File: src/rtl/abr_limb_add_pkg.sv
// Shared types and constants for the limb-serial add/subtract sequencer.
package abr_limb_add_pkg;

   typedef enum logic [1:0] {
      IDLE,
      RUN,
      DRAIN,
      DONE
   } abr_limb_add_state_e;

   // Cycles from start acceptance to done_o, on top of NUM_LIMBS.
   localparam int ABR_LIMB_ADD_LAT = 3;

endpackage

File: src/rtl/abr_adder.sv
// Single-limb combinational adder with carry in/out.
module abr_adder #(
   parameter int RADIX = 32
) (
   input  logic [RADIX-1:0] a_i,
   input  logic [RADIX-1:0] b_i,
   input  logic             cin_i,
   output logic [RADIX-1:0] s_o,
   output logic             cout_o
);

   always_comb begin
      {cout_o, s_o} = {1'b0, a_i} + {1'b0, b_i} + {{RADIX{1'b0}}, cin_i};
   end

endmodule

File: src/rtl/abr_limb_add_ctrl.sv
// Limb-serial A +/- B sequencer: reads one limb pair per cycle, writes one
// result limb per cycle, carries between limbs through carry_q.
module abr_limb_add_ctrl
   import abr_limb_add_pkg::*;
#(
   parameter int RADIX     = 32,
   parameter int NUM_LIMBS = 8,
   parameter int ADDR_W    = $clog2(NUM_LIMBS)
) (
   input  logic              clk,
   input  logic              rst_b,
   input  logic              start_i,
   input  logic              sub_i,
   output logic              busy_o,
   output logic              done_o,
   output logic              carry_o,
   output logic              rd_en_o,
   output logic [ADDR_W-1:0] rd_addr_o,
   input  logic [RADIX-1:0]  a_limb_i,
   input  logic [RADIX-1:0]  b_limb_i,
   output logic              wr_en_o,
   output logic [ADDR_W-1:0] wr_addr_o,
   output logic [RADIX-1:0]  wr_data_o
);

   localparam logic [ADDR_W-1:0] LAST = ADDR_W'(NUM_LIMBS - 1);

   abr_limb_add_state_e r_state;
   logic              r_sub_q;
   logic              r_carry_q;
   logic              r_drain;
   logic              r_rd_vld;
   logic [ADDR_W-1:0] r_wr_cnt;
   logic              r_busy;
   logic              r_done;
   logic              r_carry_o;
   logic              r_rd_en;
   logic [ADDR_W-1:0] r_rd_addr;
   logic              r_wr_en;
   logic [ADDR_W-1:0] r_wr_addr;
   logic [RADIX-1:0]  r_wr_data;

   logic [RADIX-1:0]  w_b_op;
   logic [RADIX-1:0]  w_sum;
   logic              w_cout;

   // Subtraction runs as A + ~B + 1; the +1 comes from carry_q seeded with sub.
   assign w_b_op = b_limb_i ^ {RADIX{r_sub_q}};

   abr_adder #(.RADIX(RADIX)) u_adder (
      .a_i    (a_limb_i),
      .b_i    (w_b_op),
      .cin_i  (r_carry_q),
      .s_o    (w_sum),
      .cout_o (w_cout)
   );

   always_ff @(posedge clk) begin
      if (!rst_b) begin
         r_state   <= IDLE;
         r_sub_q   <= 1'b0;
         r_carry_q <= 1'b0;
         r_drain   <= 1'b0;
         r_rd_vld  <= 1'b0;
         r_wr_cnt  <= '0;
         r_busy    <= 1'b0;
         r_done    <= 1'b0;
         r_carry_o <= 1'b0;
         r_rd_en   <= 1'b0;
         r_rd_addr <= '0;
         r_wr_en   <= 1'b0;
         r_wr_addr <= '0;
         r_wr_data <= '0;
      end else begin
         // Operand memories answer one cycle after the read strobe.
         r_rd_vld <= r_rd_en;
         r_done   <= 1'b0;

         if (r_rd_vld) begin
            r_wr_en   <= 1'b1;
            r_wr_data <= w_sum;
            r_wr_addr <= r_wr_cnt;
            r_wr_cnt  <= (r_wr_cnt == LAST) ? '0 : r_wr_cnt + 1'b1;
            r_carry_q <= w_cout;
         end else begin
            r_wr_en <= 1'b0;
         end

         case (r_state)
            IDLE: begin
               if (start_i) begin
                  r_state   <= RUN;
                  r_sub_q   <= sub_i;
                  r_carry_q <= sub_i;
                  r_busy    <= 1'b1;
                  r_rd_en   <= 1'b1;
                  r_rd_addr <= '0;
               end
            end
            RUN: begin
               if (r_rd_addr == LAST) begin
                  r_state   <= DRAIN;
                  r_rd_en   <= 1'b0;
                  r_rd_addr <= '0;
                  r_drain   <= 1'b0;
               end else begin
                  r_rd_addr <= r_rd_addr + 1'b1;
               end
            end
            DRAIN: begin
               // Two cycles: one for the last read data, one for its write.
               if (r_drain) begin
                  r_state   <= DONE;
                  r_busy    <= 1'b0;
                  r_done    <= 1'b1;
                  r_carry_o <= r_carry_q;
               end else begin
                  r_drain <= 1'b1;
               end
            end
            DONE: begin
               r_state <= IDLE;
            end
            default: begin
               r_state <= IDLE;
            end
         endcase
      end
   end

   assign busy_o    = r_busy;
   assign done_o    = r_done;
   assign carry_o   = r_carry_o;
   assign rd_en_o   = r_rd_en;
   assign rd_addr_o = r_rd_addr;
   assign wr_en_o   = r_wr_en;
   assign wr_addr_o = r_wr_addr;
   assign wr_data_o = r_wr_data;

endmodule

File: config.mk
export PLATFORM = sky130hd
export DESIGN_NAME = abr_limb_add_ctrl
export DESIGN_NICKNAME = d
export VERILOG_FILES = /design/src/rtl/abr_limb_add_pkg.sv /design/src/rtl/abr_adder.sv /design/src/rtl/abr_limb_add_ctrl.sv
export SDC_FILE = /design/constraint.sdc
export NUM_CORES = 1
export LEC_CHECK = 0
export ABC_AREA = 1
export BUFFER_PORTS_ARGS = -buffer_cell sky130_fd_sc_hd__buf_2
export CORE_AREA = 3 3 96 98
export DETAILED_ROUTE_END_ITERATION = 10
export DIE_AREA = 0 0 99 101
export HOLD_SLACK_MARGIN = 0.12
export PLACE_DENSITY = 0.87
export SLEW_MARGIN = 20
export SYNTH_ARGS = -nofsm -noshare
export SYNTH_HDL_FRONTEND = slang
export SYNTH_HIERARCHICAL = 1
export SYNTH_SLANG_ARGS = --single-unit
File: constraint.sdc
create_clock -name clk -period 7.25 [get_ports clk]
set_input_delay 0.725 -clock clk [delete_from_list [all_inputs] [get_ports clk]]
set_output_delay 0.725 -clock clk [all_outputs]
set_load 0.005 [all_outputs]
==> metrics.md <==
| Metric | Value |
|---|---|
| Fin crit period | 3210 ps |
| Clk buf depth | 2 |
| WP data required | 7450 ps |
| H-tree depth | 2 |
| Initial antenna violation count | 0 |
| Vias per cell | 4.94 |
| Tot Pwr | ~1.4 mW |
| DR WL/cell | between 10 and 15 um |
| Unique masters post-synth | 30 |
| Clock Latency Late Sink | 310 ps |
| Fin Clk Skew | approximately 10 ps |
| Chip Width | between 90 and 100 um |
| Post-synthesis register bit count | 52 |
| Switching power | 0.650 mW |
| Normalized max-slew margin | a little over a third |
| Layout cells sized above 1 | 15.7% |
| Ys Warns | 6 |
| Syn_area_per_cell | 5.93 um2 |
| Max cap viols | 0 |
| Largest net degree at the start of global routing | 44 |
| Count leader, synth | nand2_1 |
| Hpwl dp | 9.36 mm |
| WHS | about 450 ps |
| Critical Path AT | 3400 ps |
| Pwr dens | 253 mW/mm2 |
| Total core area | 0.00855 mm2 |
| Internal power | 0.710 mW |
| Syn Nets | 903 |
| Clock root cell | clkbuf_8 |
| # Post-CTS Setup Buffers | 0 |
| Critical path type | reg -> reg |
| Vias in the first global route | 4530 |
| Top FF cell, synth | dfxtp_1 |
| Worst-path clk slew | 100 ps |
| Initial DRC count | 253 |
| CTS tree | built |
| Final Hold Viols | 0 |
| Register area share after synthesis | between 20% and 30% |
| Status | completed |
| First-pass DRT Iterations | 6 |
| Final period utilization | 44.3% |
| Chip height | approximately 100 um |
| DRC | 0 |
| GRT Total Usage | between 20% and 30% |
| Hold Crit Class | reg -> reg |
| Crit path max-delay cell type | dfxtp_2 |
| Capturing element type of the critical path | flip-flop |
| Num CTS Buffers | 5 |
| Comb pwr share | 59.2% |
| Ant. Diodes | 0 |
| Hold-fix buffers, CTS | 0 |
| Reg power frac | 29.1% |
| Worst Tran Pin Value | 955 ps |
| CP Max Fanout | 33 |
| Startpoint Class | flip-flop |
| Largest cells by area after synthesis | dfxtp_1 (22%), nand2_1 (21%), ha_1 (10%) |
| Setup WS post-layout | 4040 ps |
| CP delay by family, top | flip-flops |
| Setup TNS | 0 ps |
| Gp weighted congestion | 0.951 |
| Finished Cell Area | 0.00537 mm2 |
| Fillers | 857 |
| Place WS | 4070 ps |
| Num rows | 34 |
| Mapped Area | 0.00471 mm2 |
| RSZ-0062 raised after global routing | no |
| I/O Buffers | 110 |
| Cell taking the most area after synthesis | dfxtp_1 |
| Nets | 1005 |
| Fmax achieved | 312 MHz |
| Final Slew Violations | 0 |
| Vias | 4956 |
| Top cells by count, synth | nand2_1 (263), inv_1 (128), nor2_1 (110) |
| Area growth from synthesis to layout | 14.0% |
| Most frequent CP cell | nand2_1 |
| # resized after CTS | 0 |
| Clock share of power | about an eighth |
| Sink Count | 52 |
| Starting density of the core | 55.1% |
| Lkg Pwr | 3.38 nW |
| Worst VDD drop | 0.000101 V |
| Post-synth EDFFs | 0 |
| Final WL | 11.6 mm |
| Slowest stage delay, CP | slightly below 1000 ps |
| Setup violators final | 0 |
| # IOs | 111 |
| Syn Inst Count | 794 |
| Area after DPL | 0.00529 mm2 |
| Top cell type's share of synthesized area | between 20% and 30% |
| DRT antenna net count | 0 |
| Asr flop ratio synth | 0% |
| Global-route wire length before repair | 19.5 mm |
| Cell Chain, Critical Path | xor2_1 -> fa_1 -> fa_1 -> nand3_1 -> nand3_1 -> nand2_1 -> nand2_2 -> nand3_1 -> nand3_1 -> nand2_1 -> nand2_1 -> nand2_1 -> nand2_1 -> nand2_1 -> a21oi_1 |
| GRT overflow | 0 |
| Crit path buf inv count | 0 |
| Die area | roughly 0.01 mm2 |
| Switching share of power | 47.8% |
routing by layer:
layer  up-vias  track usage, %  part of all wire (%)  wire length [um]
met5         -               0                     0                 0
met4         0            6.83                   2.3               261
met3        21            2.42                   5.3               613
met2       133            42.1                    49              5670
met1      2190            29.3                    44              5060
li1       2612               -                     -                 -
worst paths after layout:
| check | start | endpoint | slack, ps | cells after the start |
|---|---|---|---|---|
| worst min register to register | rd_en_o | r_rd_vld | 450 | 2 |
| worst max register to register | r_sub_q | r_carry_q | 4040 | 15 |
| worst max-delay path | r_sub_q | r_carry_q | 4040 | 15 |
| worst min-delay path | rd_en_o | r_rd_vld | 450 | 2 |
placed cells by master (no fill, tap or decap):
cell type | netlist | layout
nand2_1 | 263 | 263
inv_1 | 128 | 128
nor2_1 | 110 | 110
buf_2 | 8 | 110
dfxtp_1 | 52 | 51
xor2_1 | 46 | 46
o21ai_0 | 39 | 39
ha_1 | 39 | 39
nand3_1 | 32 | 32
a21oi_1 | 28 | 28
nor2_2 | 12 | 12
nand2_2 | 6 | 6
clkbuf_8 | 0 | 5
nor3_1 | 5 | 5
nand4_1 | 3 | 3
inv_2 | 2 | 2
fa_1 | 2 | 2
o31ai_1 | 1 | 1
o21ai_1 | 1 | 1
a21oi_2 | 1 | 1
or2_2 | 1 | 1
clkinv_2 | 0 | 1
clkbuf_1 | 0 | 1
buf_4 | 1 | 1
dfxtp_2 | 0 | 1
o21bai_1 | 1 | 1
nor3b_1 | 1 | 1
or2_1 | 1 | 1
a21o_1 | 1 | 1
nand3_2 | 1 | 1
nand3b_1 | 1 | 1
xnor2_1 | 1 | 1
final cells by class:
type	count	area, um2	share of cell area [%]
well taps	108	135	2.52
flip-flops and latches	52	1040	19.4
clock buffers	6	72.6	1.35
inverters	130	488	9.09
clock inverters	1	5.00	0.0933
multi-input cells	596	3070	57.1
repair buffers	111	558	10.4
worst reg2reg max path, stage by stage, from the launching register on:
cell     delay [ps]
dfxtp_2         970
xor2_1          200
fa_1            500
fa_1            460
nand3_1         110
nand3_1         100
nand2_1          90
nand2_2          80
nand3_1         100
nand3_1         130
nand2_1          80
nand2_1          50
nand2_1          70
nand2_1          50
nand2_1          60
a21oi_1          60
state kept, by name (all words and copies together), names as in the netlist:
name       flops
r_rd_vld       1
r_sub_q        1
carry_o        1
r_carry_q      1
r_state        2
done_o         1
wr_data_o     32
busy_o         1
r_drain        1
rd_en_o        1
r_wr_cnt       3
wr_addr_o      3
rd_addr_o      3
wr_en_o        1
per-stage QoR:
stage / instances / utilization, %
floorplan: 794 / -
global placement: 997 / 61.9
detailed placement: 997 / 61.9
CTS: 1004 / 62.8
global route: 1004 / 62.8
finish: 1004 / 62.8
logic make-up after synthesis:
group | share of synthesized area [%]
and+or+nand+nor | 37.3
buffers and inverters | 12.8
AOI/OAI and AO/OA | 7.89
DFF | 22.1
xor gates and xnor gates | 8.74
adders and majority gates | 11.2
power groups by stage:
| stage | Combinational, mW | Sequential, mW | Clock, mW |
|---|---|---|---|
| floorplan | 0.600 | 0.388 | 0 |
| global placement | 0.780 | 0.400 | 0 |
| detailed placement | 0.800 | 0.402 | 0 |
| CTS | 0.805 | 0.396 | 0.160 |
| global route | 0.924 | 0.405 | 0.170 |
| finish | 0.805 | 0.396 | 0.159 |
Note: power is estimated with default switching activity, not from simulation.
